**src/rtl/iir_dac_tx.sv**
```systemverilog
// Serialises signed IIR samples into 16-bit {CMD, data, 0000} SPI frames for a DAC.
// Define DAC_TX_OFFSET_BIN_EN to send the data byte as offset binary.
module iir_dac_tx #(
    parameter int         CLK_DIV = 4,
    parameter logic [3:0] CMD     = 4'b0011
) (
    input  logic       clk,
    input  logic       rst_n,
    input  logic [7:0] din,
    input  logic       din_vld,
    output logic       din_rdy,
    input  logic       clr_ovf,
    output logic       dac_cs_n,
    output logic       dac_sclk,
    output logic       dac_sdo,
    output logic       busy,
    output logic       frame_done,
    output logic       ovf
);

    localparam int             DW       = $clog2(CLK_DIV + 1);
    localparam logic [DW-1:0]  DIV_LAST = DW'(CLK_DIV - 1);

    typedef enum logic [2:0] {
        IDLE,
        LOAD,
        SHIFT,
        HOLD,
        DONE
    } state_t;

    state_t        r_state;
    logic [DW-1:0] r_div;
    logic [4:0]    r_bit;
    logic [15:0]   r_shift;
    logic          r_cs_n;
    logic          r_sclk;
    logic          r_sdo;
    logic          r_done;
    logic          r_ovf;

    logic [7:0]    w_byte;
    logic [15:0]   w_frame;
    logic          w_idle;
    logic          w_ovr;

`ifdef DAC_TX_OFFSET_BIN_EN
    assign w_byte = {~din[7], din[6:0]};
`else
    assign w_byte = din;
`endif

    assign w_frame = {CMD, w_byte, 4'b0000};
    assign w_idle  = (r_state == IDLE);
    assign w_ovr   = din_vld && !w_idle;

    always_ff @(posedge clk or negedge rst_n) begin
        if (!rst_n) begin
            r_state <= IDLE;
            r_div   <= '0;
            r_bit   <= '0;
            r_shift <= '0;
            r_cs_n  <= 1'b1;
            r_sclk  <= 1'b0;
            r_sdo   <= 1'b0;
            r_done  <= 1'b0;
            r_ovf   <= 1'b0;
        end else begin
            r_done <= 1'b0;
            // A new overrun beats a simultaneous clear
            if (w_ovr) begin
                r_ovf <= 1'b1;
            end else if (clr_ovf) begin
                r_ovf <= 1'b0;
            end
            unique case (r_state)
                IDLE: begin
                    if (din_vld) begin
                        r_state <= LOAD;
                        r_cs_n  <= 1'b0;
                        r_shift <= w_frame;
                        r_sdo   <= w_frame[15];
                        r_div   <= '0;
                        r_bit   <= '0;
                    end
                end
                LOAD: begin
                    r_state <= SHIFT;
                end
                SHIFT: begin
                    if (r_div == DIV_LAST) begin
                        r_div <= '0;
                        if (!r_sclk) begin
                            r_sclk <= 1'b1;
                        end else begin
                            // Falling sclk: only point where sdo may move
                            r_sclk <= 1'b0;
                            if (r_bit == 5'd15) begin
                                r_state <= HOLD;
                                r_bit   <= '0;
                            end else begin
                                r_bit   <= r_bit + 5'd1;
                                r_shift <= {r_shift[14:0], 1'b0};
                                r_sdo   <= r_shift[14];
                            end
                        end
                    end else begin
                        r_div <= r_div + 1'b1;
                    end
                end
                HOLD: begin
                    if (r_div == DIV_LAST) begin
                        r_div   <= '0;
                        r_state <= DONE;
                        r_cs_n  <= 1'b1;
                        r_done  <= 1'b1;
                        r_sdo   <= 1'b0;
                        r_shift <= '0;
                    end else begin
                        r_div <= r_div + 1'b1;
                    end
                end
                DONE: begin
                    r_state <= IDLE;
                end
                default: begin
                    r_state <= IDLE;
                end
            endcase
        end
    end

    assign din_rdy    = w_idle;
    assign busy       = !w_idle;
    assign dac_cs_n   = r_cs_n;
    assign dac_sclk   = r_sclk;
    assign dac_sdo    = r_sdo;
    assign frame_done = r_done;
    assign ovf        = r_ovf;

endmodule

```
**config.mk**
```make
export PLATFORM = sky130hd
export DESIGN_NAME = iir_dac_tx
export DESIGN_NICKNAME = d
export VERILOG_FILES = /design/src/rtl/iir_dac_tx.sv
export SDC_FILE = /design/constraint.sdc
export NUM_CORES = 1
export LEC_CHECK = 0
export ABC_AREA = 1
export BUFFER_PORTS_ARGS = -buffer_cell sky130_fd_sc_hd__buf_2
export CAP_MARGIN = 15
export CORE_UTILIZATION = 50
export CTS_BUF_LIST = sky130_fd_sc_hd__clkbuf_4
export DETAILED_ROUTE_END_ITERATION = 8
export PLACE_DENSITY = 0.66
export SYNTH_ARGS = -nofsm -noshare
export SYNTH_HDL_FRONTEND = slang
export SYNTH_SLANG_ARGS = --single-unit
```
**constraint.sdc**
```tcl
create_clock -name clk -period 1.7 [get_ports clk]
set_input_delay 0.085 -clock clk [delete_from_list [all_inputs] [get_ports clk]]
set_output_delay 0.085 -clock clk [all_outputs]
set_load 0.01 [all_outputs]
```
==> results of run 1 <==
## path summary, 6_finish.rpt
| kind | end | slack, ns |
|---|---|---|
| min in group asynchronous | r_shift[5] | 0.26 |
| max in group asynchronous | dac_cs_n | 1.05 |
| setup reg to reg | r_shift[12] | 0.13 |
| setup / recovery | r_shift[12] | 0.13 |
| hold reg to reg | dac_cs_n | 0.47 |
| hold / removal | ovf | 0.03 |
## cells in the mapped netlist (2+ instances only)
library cell	count
nand2_4	11
inv_2	2
nor2_1	15
ha_1	2
nand3_1	19
dfrtp_1	26
nor2_2	2
nand2_1	52
nor2_4	5
inv_1	16
a21oi_1	2
nand2_2	12
o21ai_0	2
## through the flow
step	cells	utilization (%)	setup slack [ns]
4_1_cts	232	58.8	0.0235
3_5_place_dp	226	57.0	0.0431
6_report	233	60.0	0.128
5_1_grt	233	60.0	-0.0147
2_1_floorplan	179	-	0.225
3_3_place_gp	226	57.0	0.0661
## layer usage
layer / vias up / track usage, % / routed length, um
met3: 5 / 2.07 / 67
met4: 0 / 7.67 / 51
li1: 600 / - / -
met2: 17 / 32.0 / 1270
met1: 520 / 23.1 / 1280
met5: - / 0 / 0
## power groups by stage
stage | Clock (uW) | Sequential (uW) | Combinational, uW
5_1_grt | 329 | 1110 | 1890
2_1_floorplan | 0 | 1080 | 1370
6_report | 302 | 1080 | 1700
4_1_cts | 303 | 1080 | 1630
3_5_place_dp | 0 | 1090 | 1610
3_3_place_gp | 0 | 1090 | 1560
## timing repair
action / in CTS / in global routing
buffers inserted: 0 / 1
hold buffers: 2 / 0
gates resized for setup: 0 / 3
setup endpoints to repair: 0 / 18
hold endpoints to repair: 27 / 0
## cells by family (layout without fill, tap and decap cells)
logic type	Yosys count	in the layout	share of synthesized area, %
AO/OA/AOI/OAI	7	7	2.59
XOR/XNOR	2	2	1.17
adder cells (fa/ha/maj)	2	2	1.67
buffers and inverters	23	46	7.68
flip-flops	27	27	45.2
AND/OR/NAND/NOR	118	118	41.7
## worst max-delay path: stages (launching register included)
cell,delay [ns]
dfrtp_1,0.40
ha_1,0.16
inv_1,0.06
nor2_2,0.21
nor2_4,0.08
nor2_4,0.18
buf_4,0.23
nand3_1,0.12
nand2_2,0.09
## sequential cells by signal (all words and copies together), names as in the netlist, 3 cells and up
name and flops:
r_bit 5, r_div 3, r_state 3, r_shift 11
## cell type report
class,count,area [sq um]
inverter,19,73.8
clock buffer,4,30.0
sequential,27,677
multi-input combinational,129,718
fill,245,1120
timing repair buffer,23,145
tap,31,38.8
==> impl_results.md, run 1 <==
* Slew Limit Fails at 0
* First-pass GRT wire length at 4600 um
* Commonest non-fill, non-tap cells in the layout: nand2_1, dfrtp_1, nand3_1
* Max VDD drop at 1.01 mV
* Clock tree sinks at 27
* CTS Buffer Depth at 2
* Worst skew pair latency at 0.33 ns
* Clk slew on worst S/H paths at 0.15 ns
* Period minus WS final at 1.57 ns
* Reg-to-Reg Start: r_div[0]
* PwrDens at 1830 nW/um^2
* Iteration-0 DRC Markers at 38
* Worst-Margin Slew at 0.584 ns
* Crit path max fanout at 15
* Largest net degree at the start of global routing at 28
* Max Clock Skew at 0.00875 ns
* Max-slew headroom at 61.1%
* DRT Pass-1 Iters at 4
* Core area at 2810 sq um
* PortBufs at 18
* P_sw at 1470 uW
* Post-Syn Area per Cell at 8.37 sq um
* Yosys Warn Count at 0
* WHS at 0.0264 ns
* Seq/Total Area, Yosys at 45.2%
* Clk pwr share at 9.8%
* Initial antenna violation count at 0
* P_leak at 0.000953 uW
* Hold Crit Class: primary input to register
* Die span in y at 56.8 um
* Comb pwr share at 55.1%
* RePlAce Congestion at 0.786
* Rows at 19
* Critical path startpoint category: register
* Area Overhead vs Synth at 12.3%
* Critical path type: register to register
* Period utilization at 92.4%
* Total GRT Usage at 18.4%
* Total CTS buffers at 3
* DP Area at 1600 sq um
* Total grt overflow at 0
* DRC at 0
* Main area contributors after synthesis: dfrtp_1, nand2_1, nand2_4
* Synthesized instance count at 179
* Sw Share at 47.7%
* Die boundary width at 56.8 um
* Post-Syn Nets at 193
* Final setup viols at 0
* Netlist Area Pre-Place at 1500 sq um
* Die ar. at 3220 sq um
* CP required at 1.99 ns
* Hold path start: din_vld
* Int Pwr at 1610 uW
* Hold path depth at 3
* Total power at 3080 uW
* Layout cells sized above 1 at 29.2%
* Async S/R FF share, synth at 100%
* Antenna-violating nets left at 0
* Maxcap violations at 0
* EDFF count, synth at 0
* R2R depth at 8
* Final non-filler cell area at 1680 sq um
* Status: completed
* Nets at 217
* DP Wirelength at 1940 um
* CTS tree: yes
* TNS Setup at 0 ns
* # diodes at 0
* Final Hold Vio Count at 0
* Synth area leader: dfrtp_1
* Post-DR vias/cell at 4.90
* Boundary pin count at 19
* Synthesized flop and latch total at 27
* CTS H-Tree Depth at 1
* Root buf cell: clkbuf_4
* Yosys top cell area share at 43.4%
* Sequential power share at 35.1%
* Synth cell types at 26
* Routed len/inst at 11.4 um
* Predominant post-synthesis flop cell: dfrtp_1
* Critical path startpoint: r_div[0]
* Via count at 1142
* Initial Util at 53.4%
* Fmax at 636 MHz
* Final WL at 2660 um
* Commonest non-fill, non-tap cell in the layout: nand2_1
* CP arrival at 1.86 ns
* Vias in the first global route at 1074
* Type of destination of the critical path: register
Power figures use the tool's default switching activity.
==> inputs of run 2 (changes only) <==
--- a/config.mk
+++ b/config.mk
@@ -11,6 +11,7 @@
 export CORE_UTILIZATION = 50
 export CTS_BUF_LIST = sky130_fd_sc_hd__clkbuf_4
 export DETAILED_ROUTE_END_ITERATION = 8
+export HOLD_SLACK_MARGIN = 0.08
 export PLACE_DENSITY = 0.66
 export SYNTH_ARGS = -nofsm -noshare
 export SYNTH_HDL_FRONTEND = slang
==> impl_results.md, run 2 (synthesis results as in run 1) <==
* Crit path max fanout at 15 (unchanged)
* Largest net degree at the start of global routing at 28 (unchanged)
* Worst-Margin Slew at 0.582 ns (-0.00149 ns)
* P_leak at 0.000966 uW (+1.3%)
* Max Clock Skew at 0.00663 ns (-0.00211 ns)
* Boundary pin count at 19 (unchanged)
* Final Hold Vio Count at 0 (unchanged)
* RePlAce Congestion at 0.786 (unchanged)
* Post-DR vias/cell at 4.91 (+0.20%)
* Sw Share at 47.6% (-0.10 points)
* Vias in the first global route at 1086 (+1.1%)
* Hold Crit Class: primary input to register
* Type of destination of the critical path: register
* Rows at 19 (unchanged)
* Final WL at 2670 um (+0.30%)
* Critical path startpoint category: register
* CTS tree: yes
* Area Overhead vs Synth at 14.3%
* CP peak stage delay at 0.39 ns (about the same)
* DP Wirelength at 1940 um (unchanged)
* CP arrival at 1.85 ns (about the same)
* CP cell instances: ha_1 > inv_1 > nor2_2 > nor2_4 > nor2_4 > buf_4 > nand3_1 > nand2_2
* Int Pwr at 1620 uW (+0.28%)
* Die boundary width at 56.8 um (unchanged)
* Worst skew pair latency at 0.33 ns (about the same)
* Period minus WS final at 1.57 ns (-0.00321 ns)
* Commonest non-fill, non-tap cells in the layout: nand2_1, dfrtp_1, nand3_1
* CP required at 1.98 ns (about the same)
* Sequential power share at 35.1% (about the same)
* Util after Layout at 61.1% (+1.1 points)
* Clk pwr share at 9.7% (about the same)
* Status: completed
* Critical path type: register to register
* Fmax at 638 MHz (+0.20%)
* Maxcap violations at 0 (unchanged)
* PortBufs at 18 (unchanged)
* Final setup viols at 0 (unchanged)
* Total grt overflow at 0 (unchanged)
* Clock tree sinks at 27 (unchanged)
* Max-slew headroom at 61.2% (+0.099 points)
* WHS at 0.0900 ns (+0.0636 ns)
* Via count at 1159 (+1.5%)
* Commonest non-fill, non-tap cell in the layout: nand2_1
* Iteration-0 DRC Markers at 46 (+21%)
* Max reg flops at 11 (unchanged)
* CTS Buffer Depth at 2 (unchanged)
* # diodes at 0 (unchanged)
* PwrDens at 1800 nW/um^2 (-1.7%)
* Die ar. at 3220 sq um (unchanged)
* CP dominant cell by count: nor2_4
* Nets at 220 (+1.4%)
* CTS H-Tree Depth at 1 (unchanged)
* Routed len/inst at 11.3 um (-0.97%)
* Initial Util at 53.4% (unchanged)
* DRC at 0 (unchanged)
* R2R depth at 8 (unchanged)
* Initial antenna violation count at 0 (unchanged)
* Hold path depth at 5 (+2)
* P_sw at 1470 uW (-0.12%)
* Max VDD drop at 1.00 mV (-0.29%)
* Layout cells sized above 1 at 28.8% (-0.43 points)
* Core area at 2810 sq um (unchanged)
* First-pass GRT wire length at 4640 um (+0.89%)
* Comb pwr share at 55.3% (+0.2 points)
* Die span in y at 56.8 um (unchanged)
* Largest regs: r_shift (11), r_bit (5)
* Crit-path slowest cell: dfrtp_1
* Dpl cells at 226 (unchanged)
* DRT Pass-1 Iters at 4 (unchanged)
* Total CTS buffers at 3 (unchanged)
* Clk slew on worst S/H paths at 0.14 ns (about the same)
* Total GRT Usage at 18.5% (+0.15 points)
* Period utilization at 92.3% (-0.19 points)
* Finished Layout Cells at 236 (+1.3%)
* Slew Limit Fails at 0 (unchanged)
* Antenna-violating nets left at 0 (unchanged)
* Biggest register: r_shift
* Root buf cell: clkbuf_4
-- run 2: cell count changes in the layout (fill, tap and decap cells not counted), sizes merged --
| cell | delta |
|---|---|
| dlygate4sd3 | +3 |
-- run 2: timing repair --
action	in CTS	in global routing
hold buffers	5	0
endpoints found under the setup margin	0	18
buffers inserted	0	1
endpoints found under the hold margin	30	0
resized for setup	0	3
-- run 2: power groups by stage --
stage	combinational [uW]	sequential, uW	clock [uW]
detailed placement	1610	1090	0
CTS	1630	1080	303
global route	1900	1110	329
floorplan	1370	1080	0
finish	1700	1080	298
global placement	1560	1090	0
-- run 2: final cells by class --
| class | count | area (sq um) |
|---|---|---|
| well taps | 31 | 38.8 |
| inverters | 19 | 73.8 |
| fillers | 239 | 1090 |
| multi-input cells | 129 | 718 |
| repair buffers | 26 | 175 |
| flip-flops and latches | 27 | 677 |
| clock buffers | 4 | 30.0 |
-- run 2: critical path: cells and delay by family (launching register included) --
family                   cells  cell delay (ns)
adder cells (fa/ha/maj)      1             0.15
buffers and inverters        2             0.29
flip-flops                   1             0.39
AND/OR/NAND/NOR              5             0.68
-- run 2: path summary, 6_finish.rpt --
| path | from | endpoint | slack, ns |
|---|---|---|---|
| worst max-delay path | r_div[0] | r_shift[12] | 0.13 |
| worst min-delay path | din[5] | r_shift[9] | 0.09 |
| worst max register to register | r_div[0] | r_shift[12] | 0.13 |
| worst min register to register | dac_cs_n | dac_cs_n | 0.47 |
| max in group asynchronous | rst_n | dac_cs_n | 1.04 |
| min in group asynchronous | rst_n | r_shift[6] | 0.27 |
-- run 2: through the flow --
stage | setup slack [ns] | TNS (ns) | area, sq um | total power [uW]
detailed placement | 0.0431 | 0 | 1600 | 2710
CTS | 0.0235 | 0 | 1680 | 3020
global placement | 0.0661 | 0 | 1600 | 2650
finish | 0.132 | 0 | 1710 | 3080
global route | -0.0136 | -0.0138 | 1710 | 3340
floorplan | 0.225 | 0 | 1500 | 2450
-- run 2: metal layers --
metal / vias up / GRT usage (%) / routed length, um
met4: 0 / 7.67 / 48
met1: 532 / 23.4 / 1260
met3: 5 / 2.07 / 77
met2: 17 / 32.1 / 1290
met5: - / 0 / 0
li1: 605 / - / -
==> inputs of run 3 (changes only) <==
--- a/config.mk
+++ b/config.mk
@@ -5,14 +5,13 @@
 export SDC_FILE = /design/constraint.sdc
 export NUM_CORES = 1
 export LEC_CHECK = 0
-export ABC_AREA = 1
 export BUFFER_PORTS_ARGS = -buffer_cell sky130_fd_sc_hd__buf_2
 export CAP_MARGIN = 15
 export CORE_UTILIZATION = 50
 export CTS_BUF_LIST = sky130_fd_sc_hd__clkbuf_4
 export DETAILED_ROUTE_END_ITERATION = 8
 export HOLD_SLACK_MARGIN = 0.08
-export PLACE_DENSITY = 0.66
+export PLACE_DENSITY = 0.67
 export SYNTH_ARGS = -nofsm -noshare
 export SYNTH_HDL_FRONTEND = slang
 export SYNTH_SLANG_ARGS = --single-unit
==> impl_results.md, run 3 <==
* Status: complete, but fails checks
* Violated checks: setup timing
* Synth cell types at 40 (+54%)
* Worst-Margin Slew at 0.597 ns (+0.0148 ns)
* Rows at 18 (-1)
* Final non-filler cell area at 1760 sq um (+2.6%)
* R2R depth at 5 (-3)
* RSZ-0062 raised after global routing: true
* Reg-to-reg slack, setup at -0.04 ns (-0.18 ns)
* Vias in the first global route at 997 (-8.2%)
* FF+latch area at 678 sq um (+0.18%)
* Dpl cells at 187 (-17%)
* Maxcap violations at 0 (unchanged)
* Initial Util at 54.4% (+1.0 points)
* Clock tree sinks at 27 (unchanged)
* Layout cells sized above 1 at 29.1% (+0.36 points)
* Final WL at 2770 um (+3.7%)
* Slew Limit Fails at 0 (unchanged)
* DRT Pass-1 Iters at 4 (unchanged)
* Clk slew on worst S/H paths at 0.16 ns (+0.02 ns)
* First-pass GRT wire length at 4400 um (-5.2%)
* Synthesized instance count at 133 (-26%)
* Largest net degree at the start of global routing at 28 (unchanged)
* Placement Setup Slack at -0.0227 ns (-0.0659 ns)
* Total grt overflow at 0 (unchanged)
* Synth top cells by count: dfrtp_1, inv_1, nand2_1
* Die boundary width at 54.9 um (-3.3%)
* CP required at 1.95 ns (-0.03 ns)
* Largest regs: r_shift (11), r_bit (5)
* PortBufs at 18 (unchanged)
* Max VDD drop at 0.559 mV (-44%)
* Final setup viols at 5 (+5)
* Post-Syn Area per Cell at 10.5 sq um (+25%)
* RePlAce Congestion at 0.900 (+15%)
* Crit path max fanout at 5 (-10)
* Seq/Total Area, Yosys at 48.4% (+3.3 points)
* Commonest non-fill, non-tap cell in the layout: dfrtp_1
* Max-slew headroom at 60.2% (-0.98 points)
* Most frequent cell after synthesis: dfrtp_1
* Critical path startpoint category: register
* Total GRT Usage at 21.1% (+2.6 points)
* Netlist Area Pre-Place at 1400 sq um (-6.8%)
* Worst skew pair latency at 0.34 ns (about the same)
* CTS tree: yes
* Reg-to-Reg Start: r_bit[1]
* P_leak at 0.000806 uW (-17%)
* DP Area at 1580 sq um (-0.94%)
* TNS Setup at -0.106 ns (-0.106 ns)
* Post-Syn Nets at 147 (-24%)
* Biggest register: r_shift
* EDFF count, synth at 0 (unchanged)
* Area Overhead vs Synth at 25.8%
* Period minus WS final at 1.74 ns (+0.176 ns)
* Finished Layout Cells at 205 (-13%)
* Area of the multi-input gates at 623 sq um (-13%)
* Die ar. at 3010 sq um (-6.5%)
* Period utilization at 103% (+10 points)
* CP arrival at 1.99 ns (+0.14 ns)
* Util after Layout at 68.5% (+7.4 points)
* Commonest non-fill, non-tap cells in the layout: dfrtp_1, buf_2, inv_1, buf_4, nand2_1
* Reg-to-Reg End: r_shift[12]
* Fmax at 573 MHz (-10%)
* Core area at 2570 sq um (-8.5%)
* PwrDens at 560 nW/um^2 (-69%)
* Root buf cell: clkbuf_4
* Iteration-0 DRC Markers at 18 (-61%)
* # diodes at 0 (unchanged)
* DRC at 0 (unchanged)
* CTS H-Tree Depth at 1 (unchanged)
* Hold Crit Class: primary input to async pin
* Type of destination of the critical path: register
* Boundary pin count at 19 (unchanged)
* Final Hold Vio Count at 0 (unchanged)
* Initial antenna violation count at 0 (unchanged)
* Synth area leader: dfrtp_1
* Predominant post-synthesis flop cell: dfrtp_1
* Total CTS buffers at 3 (unchanged)
* Max Clock Skew at 0.0149 ns (+0.00826 ns)
* Critical path startpoint: r_bit[1]
* Critical path type: register to register
* CTS Buffer Depth at 2 (unchanged)
* Routed len/inst at 13.5 um (+19%)
* Synthesized flop and latch total at 27 (unchanged)
* Via count at 1077 (-7.1%)
* DP Wirelength at 1890 um (-2.3%)
* Async S/R FF share, synth at 100% (unchanged)
* Max reg flops at 11 (unchanged)
* Main area contributors after synthesis: dfrtp_1, mux2i_1, inv_1
* Nets at 190 (-14%)
* Antenna-violating nets left at 0 (unchanged)
* Worst setup margin at -0.0441 ns (-0.176 ns)
* Die span in y at 54.9 um (-3.3%)
* Yosys top cell area share at 46.6% (+3.1 points)
* Yosys Warn Count at 0 (unchanged)
* # fillers at 201 (-16%)
* Post-DR vias/cell at 5.25 (+7.0%)
run 3: worst max-delay path by stage:
stage                   to  cells after the start
2_1_floorplan   r_shift[5]                      6
3_3_place_gp   r_shift[13]                      5
3_5_place_dp    r_shift[9]                      6
4_1_cts        r_shift[12]                      5
5_1_grt        r_shift[14]                      6
6_report       r_shift[12]                      5
run 3: cells by family after synthesis:
kind of cell	after synthesis	share of synthesized area [%]
XOR/XNOR	1	0.627
flip-flops	27	48.4
multiplexers	13	9.85
adder cells (fa/ha/maj)	2	1.79
AND/OR/NAND/NOR	45	18.2
buffers and inverters	20	7.34
AO/OA/AOI/OAI	25	13.8
run 3: critical path, stage by stage, from the launching register on:
cell	delay, ns
dfrtp_1	0.43
ha_2	0.21
and4b_1	0.19
or2_4	0.24
a31oi_4	0.23
mux2_2	0.36
run 3: cell type report:
cell class	count	area share, %
Clock buffer	3	1.28
Multi-Input combinational cell	86	35.4
Sequential cell	27	38.6
Clock inverter	1	0.427
Inverter	13	2.78
Tap cell	30	2.14
Timing Repair Buffer	45	19.4
run 3: through the flow:
step	power [uW]	hold WS, ns
2_1_floorplan	661	-0.211
3_3_place_gp	687	0.118
3_5_place_dp	688	0.129
4_1_cts	997	0.271
5_1_grt	1030	0.350
6_report	985	0.281
run 3: power by group:
group	switching, uW	total, uW	internal, uW
combinational	23.0	50.8	27.8
clock	199	289	90.2
sequential	0.741	645	644
total	223	985	762
run 3: metal layers:
metal | wire [um] | track usage, % | share of wire (%) | up-vias
met5 | 0 | 0 | 0 | -
met3 | 67 | 3.06 | 2.4 | 6
li1 | - | - | - | 538
met1 | 1290 | 27.3 | 46 | 510
met4 | 48 | 10.7 | 1.7 | 0
met2 | 1370 | 33.9 | 49 | 23
run 3: repair_timing:
item | 4_1_cts | 5_1_grt
hold buffers | 11 | 0
setup endpoints to repair | 8 | 14
hold endpoints to repair | 35 | 0
gates resized for setup | 1 | 3
buffers inserted | 1 | 2
